File: src/rtl/io_port_hub_pkg.sv
// io_port_hub_pkg: port address map and BCD iteration helper shared by the IO hub
package io_port_hub_pkg;
  localparam logic [15:0] PORT_IO_LED      = 16'h0000;
  localparam logic [15:0] PORT_IO_HEX      = 16'h0001;
  localparam logic [15:0] PORT_IO_DEC      = 16'h0002;
  localparam logic [15:0] PORT_IO_CHAR     = 16'h0003;
  localparam logic [15:0] PORT_IO_BITS     = 16'h0004;
  localparam logic [15:0] PORT_IO_SWITCH   = 16'h0005;
  localparam logic [15:0] PORT_IO_BUTTON   = 16'h0006;
  localparam logic [15:0] PORT_IO_BTN_EDGE = 16'h0007;
  localparam logic [15:0] PORT_IO_STATUS   = 16'h0008;
  function automatic logic [19:0] bcd_step(input logic [19:0] b, input logic bit_in);
    logic [19:0] a;
    a = b;
    for (int k = 0; k < 5; k++) a[4*k+:4] = b[4*k+:4] >= 4'd5 ? b[4*k+:4] + 4'd3 : b[4*k+:4];
    return {a[18:0], bit_in};
  endfunction
endpackage

File: src/rtl/io_port_hub_btn_debounce.sv
// btn_debounce: one-channel 2-flop synchroniser plus stable-count debouncer
module btn_debounce #(
  parameter int CYC = 16
) (
  input  logic clk,
  input  logic rst_n,
  input  logic raw,
  output logic level,
  output logic rise
);
  localparam int CW = CYC > 2 ? $clog2(CYC) : 1;
  logic s1, s2;
  logic [CW-1:0] cnt;
  logic flip;
  assign flip = (s2 != level) && (cnt == CW'(CYC - 1));
  assign rise = flip && s2;
  always_ff @(posedge clk or negedge rst_n) begin
    if (!rst_n) begin
      s1 <= 1'b0;
      s2 <= 1'b0;
      cnt <= '0;
      level <= 1'b0;
    end else begin
      s1 <= raw;
      s2 <= s1;
      cnt <= (s2 != level && !flip) ? cnt + 1'b1 : '0;
      level <= flip ? s2 : level;
    end
  end
endmodule

File: src/rtl/io_port_hub.sv
// io_port_hub: memory-mapped LED/seven-segment/switch/button port block with sequential BCD display
module io_port_hub
  import io_port_hub_pkg::*;
#(
  parameter int LED_W        = 4,
  parameter int SW_W         = 8,
  parameter int BTN_W        = 4,
  parameter int SSD_DIGITS   = 4,
  parameter int DEBOUNCE_CYC = 16
) (
  input  logic                    clk,
  input  logic                    rst_n,
  input  logic [SW_W-1:0]         sw,
  input  logic [BTN_W-1:0]        btn,
  output logic [LED_W-1:0]        led,
  output logic [8*SSD_DIGITS-1:0] ssd_bits,
  output logic                    ssd_char_mode,
  input  logic                    port_read,
  input  logic                    port_write,
  input  logic [15:0]             port_addr,
  input  logic [15:0]             port_write_data,
  output logic [15:0]             port_read_data
);
  localparam int SSD_W = 8 * SSD_DIGITS;
  logic [BTN_W-1:0] level, rise, edge_reg;
  logic [SW_W-1:0] sw_s1, sw_s2;
  logic [15:0] bin, rd_val;
  logic [19:0] bcd, bcd_nxt;
  logic [3:0] cnt;
  logic busy, done;
  logic wr_led, wr_hex, wr_dec, wr_char, wr_bits, rd_edge;
  logic [SSD_W-1:0] hex_disp, dec_disp, shifted;
  genvar i;
  for (i = 0; i < BTN_W; i++) begin : g_db
    btn_debounce #(.CYC(DEBOUNCE_CYC)) u_db (
      .clk(clk), .rst_n(rst_n), .raw(btn[i]), .level(level[i]), .rise(rise[i])
    );
  end
  assign wr_led  = port_write && port_addr == PORT_IO_LED;
  assign wr_hex  = port_write && port_addr == PORT_IO_HEX;
  assign wr_dec  = port_write && port_addr == PORT_IO_DEC;
  assign wr_char = port_write && port_addr == PORT_IO_CHAR;
  assign wr_bits = port_write && port_addr == PORT_IO_BITS;
  assign rd_edge = port_read && port_addr == PORT_IO_BTN_EDGE;
  assign bcd_nxt = bcd_step(bcd, bin[15]);
  assign done    = busy && cnt == 4'd15;
  assign shifted = {ssd_bits[SSD_W-17:0], port_write_data};
  always_comb begin
    hex_disp = '0;
    dec_disp = '0;
    for (int k = 0; k < 4; k++) hex_disp[8*k+:4] = port_write_data[4*k+:4];
    for (int k = 0; k < 5; k++) if (k < SSD_DIGITS) dec_disp[8*k+:4] = bcd_nxt[4*k+:4];
  end
  always_comb begin
    rd_val = port_addr == PORT_IO_LED      ? 16'(led)      :
             port_addr == PORT_IO_SWITCH   ? 16'(sw_s2)    :
             port_addr == PORT_IO_BUTTON   ? 16'(level)    :
             port_addr == PORT_IO_BTN_EDGE ? 16'(edge_reg) :
             port_addr == PORT_IO_STATUS   ? {15'b0, busy} : 16'h0000;
  end
  always_ff @(posedge clk or negedge rst_n) begin
    if (!rst_n) begin
      led <= '0;
      ssd_bits <= '1;
      ssd_char_mode <= 1'b0;
      port_read_data <= '0;
      edge_reg <= '0;
      sw_s1 <= '0;
      sw_s2 <= '0;
      bin <= '0;
      bcd <= '0;
      cnt <= '0;
      busy <= 1'b0;
    end else begin
      led <= wr_led ? port_write_data[LED_W-1:0] : led;
      port_read_data <= port_read ? rd_val : '0;
      edge_reg <= (rd_edge ? '0 : edge_reg) | rise;
      sw_s1 <= sw;
      sw_s2 <= sw_s1;
      // a new DEC operand always wins; other display writes cancel a pending result
      if (wr_dec) begin
        bin <= port_write_data;
        bcd <= '0;
        cnt <= '0;
        busy <= 1'b1;
      end else if (wr_hex || wr_char || wr_bits) begin
        busy <= 1'b0;
      end else if (busy) begin
        bin <= bin << 1;
        bcd <= bcd_nxt;
        cnt <= cnt + 4'd1;
        busy <= !done;
      end
      if (wr_hex) begin
        ssd_bits <= hex_disp;
        ssd_char_mode <= 1'b1;
      end else if (wr_char || wr_bits) begin
        ssd_bits <= shifted;
        ssd_char_mode <= wr_char;
      end else if (done && !wr_dec) begin
        ssd_bits <= dec_disp;
        ssd_char_mode <= 1'b1;
      end
    end
  end
endmodule
File: config.mk
export PLATFORM = sky130hd
export DESIGN_NAME = io_port_hub
export DESIGN_NICKNAME = d
export VERILOG_FILES = /design/src/rtl/io_port_hub_pkg.sv /design/src/rtl/io_port_hub_btn_debounce.sv /design/src/rtl/io_port_hub.sv
export SDC_FILE = /design/constraint.sdc
export NUM_CORES = 1
export LEC_CHECK = 0
export BUFFER_PORTS_ARGS = -buffer_cell sky130_fd_sc_hd__buf_2
export CAP_MARGIN = 20
export CORE_MARGIN = 1
export CORE_UTILIZATION = 56
export DETAILED_ROUTE_END_ITERATION = 8
export PLACE_DENSITY = 0.91
export SETUP_SLACK_MARGIN = 0.3
export SLEW_MARGIN = 25
export SYNTH_ARGS = -nofsm -noshare
export SYNTH_HDL_FRONTEND = slang
export SYNTH_HIERARCHICAL = 1
export SYNTH_SLANG_ARGS = --single-unit
File: constraint.sdc
create_clock -name clk -period 1.78 [get_ports clk]
set_input_delay 0.089 -clock clk [delete_from_list [all_inputs] [get_ports clk]]
set_output_delay 0.089 -clock clk [all_outputs]
set_load 0.01 [all_outputs]
* After elaboration in Yosys (flattened, before gate mapping)
Index checks and enable logic that the tools add are counted.
** Storage, ports and cells
- Register bits after elaboration :: 134
- Output and inout bits :: 53
- Logic and storage cells :: 128
** Operators by class
- Add/sub/neg operators :: 10
- Order comparisons :: 5
- Eq/ne operators :: 18
- Muxes and demuxes :: 34
- Bitwise logic cells :: 1
- Reduce and logical (&&, ||, !) cells :: 33
** Operator list (number)
- 32-bit 2-to-1 mux :: 3
- 16-bit by 3-bit equality test with 1-bit output (second input constant) :: 4
- 20-bit 2-to-1 mux :: 3
- 4-bit 2-to-1 mux :: 14
- 16-bit 2-to-1 mux :: 3
- 16-bit by 2-bit equality test with 1-bit output (second input constant) :: 2
- 8-bit 2-to-1 mux :: 3
- 4-bit by 1-bit adder with 4-bit output (second input constant) :: 5
- 4-bit equality test (second input constant) :: 5
- 4-bit by 3-bit >= comparator with 1-bit output (second input constant) :: 5
- 1-bit logical AND :: 20
- 4-bit by 2-bit adder with 4-bit output (second input constant) :: 4
- 16-bit by 1-bit equality test with 1-bit output (second input constant) :: 1
- 16-bit by 4-bit equality test with 1-bit output (second input constant) :: 1
- 16-bit zero test :: 1
- 1-bit 2-to-1 mux :: 7
- 1-bit zero test :: 6
- 1-bit != test :: 4
- 4-bit bitwise OR :: 1
- 3-bit by 2-bit adder with 3-bit output (second input constant) :: 1
- 1-bit logical OR :: 3
- 3-bit 2-to-1 mux :: 1
- 3-bit nonzero test :: 1
- 2-bit != test (second input constant) :: 1
- other kinds (2) :: 2

* Logic depth before layout (Yosys ltp)
- Depth after elaboration :: 7
- Depth in mapped cells :: 8
- Gate-level depth less buffers :: 7

* Hierarchy
The synthesis kept the hierarchy.
** By module, submodules not included
- io_port_hub :: instances 1, cells each 472, area each 4789.6 um2
- btn_debounce :: instances 4, cells each 21, area each 291.5 um2

* Worst setup path before layout
OpenSTA, ideal clock, no wires.
- Kind :: input to register
- From :: in port_addr[9]
- To :: reg ssd_char_mode
- Library setup time :: 127 ps
- Arrival time :: 1672 ps
- Required time :: 1653 ps
- Setup slack :: -19 ps
- Stages :: 6
- Buffers on the path :: 1
- Cell sequence :: or4_1 -> or3_1 -> o21a_1 -> buf_2 -> o22ai_1 -> o21ai_1
** Between the ends
- Longest elaborated chain between the ends :: 5
** RTL lines
- start: declaration :: line io_port_hub.sv:20 : input logic [15:0] port_addr,
- 16-bit by 2-bit equality test with 1-bit output, or another cell as far along :: line io_port_hub.sv:42 : assign wr_char = port_write && port_addr == PORT_IO_CHAR;
- 1-bit logical AND (on tied branches) :: line io_port_hub.sv:42, io_port_hub.sv:41, io_port_hub.sv:43
- 1-bit logical OR / 1-bit zero test (equally long branches) :: line io_port_hub.sv:97, io_port_hub.sv:100
- 1-bit 2-to-1 mux / 1-bit logical AND (equally long branches) :: line io_port_hub.sv:97, io_port_hub.sv:100
- 1-bit 2-to-1 mux / 3-bit nonzero test (equally long branches)
- end signal: assignment :: line io_port_hub.sv:99 : ssd_char_mode <= wr_char;
- end: declaration :: line io_port_hub.sv:17 : output logic ssd_char_mode,
Several ways; a longest one is shown, not always the timed one.
A chain may end at the register's enable or synchronous reset.

* Final worst setup path
- From :: reg bcd[5]
- To :: reg ssd_bits[9]
** Between the ends
- Longest elaborated chain between the ends :: 5
** RTL lines
- start: declaration :: line io_port_hub.sv:28 : logic [19:0] bcd, bcd_nxt;
- start signal: assignment :: line io_port_hub.sv:90 : bcd <= bcd_nxt;
- 4-bit by 3-bit >= comparator with 1-bit output :: line io_port_hub_pkg.sv:15 : for (int k = 0; k < 5; k++) a[4*k+:4] = b[4*k+:4] >= 4'd5 ? b[4*k+:4] + 4'd3 : b[4*k+:4];
- 4-bit 2-to-1 mux :: line io_port_hub_pkg.sv:15
- 32-bit 2-to-1 mux :: line io_port_hub.sv:100 : end else if (done && !wr_dec) begin
- 32-bit 2-to-1 mux :: line io_port_hub.sv:97 : end else if (wr_char || wr_bits) begin
- 32-bit 2-to-1 mux :: line io_port_hub.sv:94 : if (wr_hex) begin
- end signal: assignment :: line io_port_hub.sv:95 : ssd_bits <= hex_disp;
- end signal: assignment :: line io_port_hub.sv:98 : ssd_bits <= shifted;
- end signal: assignment :: line io_port_hub.sv:101 : ssd_bits <= dec_disp;
- end: declaration :: line io_port_hub.sv:16 : output logic [8*SSD_DIGITS-1:0] ssd_bits,
Every way passes these cells. The select of a mux whose other input is x is not followed.

==> impl_metrics.ini <==
[status]
outcome = finished, final reports clean

[sta]
worstMarginPinSlew_ns = 0.5644
drv_slew = 0
finalSetupViolations = 0
fmax_mhz = 573.2
fin_hold_ws_ns = 0.004318
clock_skew_ns = 0.01016
post-route-period-util = 0.9802
slew_headroom = 0.6224
layout_min_cycle_time_ns = 1.745
layout_setup_ws_ns = 0.03530
rsz0062_at_grt = true
setup_tns_ns = 0
hold_violations = 0

[die]
start_util = 0.5769
coreArea_um2 = 10320
die_area_um2 = 11050
die_w_um = 105.1
io_pins = 101
die_h_um = 105.1
num_rows = 37

[clock_tree]
cts_sinks = 130
cts-buffers-inserted = 17
cts_max_path_buffers = 2
path_clk_slew_ns = 0.06
worstSkewPairLatency_ns = 0.55
cts_tree = built
h-tree-depth = 4
root_buffer = clkbuf_8

[route]
wl_um = 21800
drcViolationCount = 0
postRouteAntennaNets = 0
drt-initial-drc-count = 726
vias_per_cell = 6.698
drtPass1Iterations = 7
wl_per_cell_um = 24.77
dr_total_vias = 5894

[setup_path]
cp-startpoint = bcd[5]
reg2reg_from = bcd[5]
cp.arrival_ns = 2.21
worstPathMaxFanout = 3
cp.required_ns = 2.25
cp-start-kind = flop
worstSetupEndpointType = flop
ff2ff_setup_slack_ns = 0.04
worstSetupPathType = reg -> reg

[logic_synthesis]
ys_types = 55
ys_ff_latch = 130
synth.area.top_cells = dfrtp_1 41%, dfstp_2 14%, nand2_1 4.8%, a21oi_1 3.6%, nor2_1 3.0%
synth_top_area_share = 0.4118
yosysWarnings = 6
synth_ff_type = dfrtp_1
yosysTopAreaCell = dfrtp_1
syn_area_um2 = 5956
synth_commonest_cells = 98 x dfrtp_1, 76 x nand2_1, 48 x nor2_1
post-synth-top-count-cell = dfrtp_1
synth_cells = 556
async_flop_share = 1.000
syn_avg_cell_area_um2 = 10.71
synth_seq_area_share = 0.5529
synth_edf_count = 0

[pwr]
power_density_nw_per_um2 = 842.7
total_power_mw = 7.201
total_leakage_power_nw = 3.859
peakVddDrop_mv = 0.7904

[place]
dp_cells = 786
placed_area_um2 = 6875
gp_congestion = 0.9106
post-place-ws_ns = -0.2061
place_hpwl_um = 9916
io_buffers = 92

[global_route]
track_usage = 0.3501
grt_pass1_wl_um = 29390
antenna_found_initial = 0
grt_max_degree = 47
grt.overflow.total = 0
grt_pass1_vias = 5613

[min_path]
hold_path.class = in -> reg
hp-start = port_addr[6]

[cells_and_area]
finalInstanceArea_um2 = 8546
nNetsFinal = 792
antennaDiodeCount = 0
final_core_util = 0.8278
largest_register_ffs = 32
stdcell_count = 880
area_growth_pct = 43.49
drive_gt1_frac = 0.4382
regMostFlops = ssd_bits

[flow_run]
maxCapViolations = 0
-- per-layer routing --
layer | global-route usage | routed length, um | vias to the layer above
met5 | 0 | 0 | -
li1 | - | - | 2292
met1 | 0.3987 | 7482 | 2809
met2 | 0.5889 | 10150 | 583
met3 | 0.09732 | 2353 | 210
met4 | 0.2072 | 1813 | 0
-- timing repair --
action | CTS | global route
gates resized for setup | 39 | 67
cloned | 0 | 2
setup buffers | 12 | 13
hold buffers | 35 | 0
endpoints found under the setup margin | 43 | 50
pin swaps | 21 | 31
hold endpoints to repair | 185 | 0
-- layout make-up --
| type | count | area (um2) |
|---|---|---|
| Tap cell | 136 | 170.2 |
| Timing Repair Buffer | 181 | 1381 |
| Inverter | 13 | 51.30 |
| Fill cell | 443 | 1778 |
| Clock buffer | 20 | 455.4 |
| Sequential cell | 130 | 3297 |
| Clock inverter | 12 | 178.9 |
| Multi-Input combinational cell | 388 | 3012 |
-- kinds of logic (layout without fill, tap and decap cells) --
group,Yosys count,count (layout),share of synthesized area
AND/OR/NAND/NOR,196,196,0.1758
AO/OA/AOI/OAI,137,137,0.1487
flip-flops,130,130,0.5529
buffers and inverters,45,226,0.03655
XOR/XNOR,19,19,0.02794
multiplexers,15,15,0.03004
adder cells (fa/ha/maj),13,13,0.02731
other,1,8,0.0006296
-- power breakdown --
group	leakage [nW]	switching (mW)	total (mW)	internal, mW
sequential	1.63	0.0364	3.05	3.01
clock	0.305	1.38	3.77	2.39
combinational	1.93	0.222	0.380	0.158
-- path summary, 6_finish.rpt --
kind	endpoint	cells past startpoint
min	port_read_data[0]	4
max	ssd_bits[9]	8
min reg2reg	sw_s2[4]	0
max reg2reg	ssd_bits[9]	8
max in group asynchronous	ssd_bits[18]	3
min in group asynchronous	ssd_bits[28]	2
-- worst max-delay path, cell delays in order (launching register included) --
cell       delay [ns]
dfrtp_1          0.41
inv_2            0.10
ha_4             0.17
nand2b_4         0.15
a21oi_4          0.19
buf_6            0.15
xnor2_4          0.11
a21oi_1          0.28
o2bb2ai_2        0.10
-- cell usage in the layout (no fill, tap or decap), drive strengths merged, types with 5 or more instances in the layout --
master,instances
o2bb2ai,6
dlygate4sd3,35
a31oi,17
o21ai,21
a21oi,43
inv,14
nand2,76
ha,13
and2,6
dfrtp,98
a22oi,6
or4,5
xnor2,13
dfstp,32
buf,144
nor2,49
conb,8
xor2,6
o22ai,8
clkinv,5
a22o,19
nor4,6
nand3,13
mux2,11
clkbuf,22
nand2b,16
nor3b,7
Power figures use the tool's default switching activity.
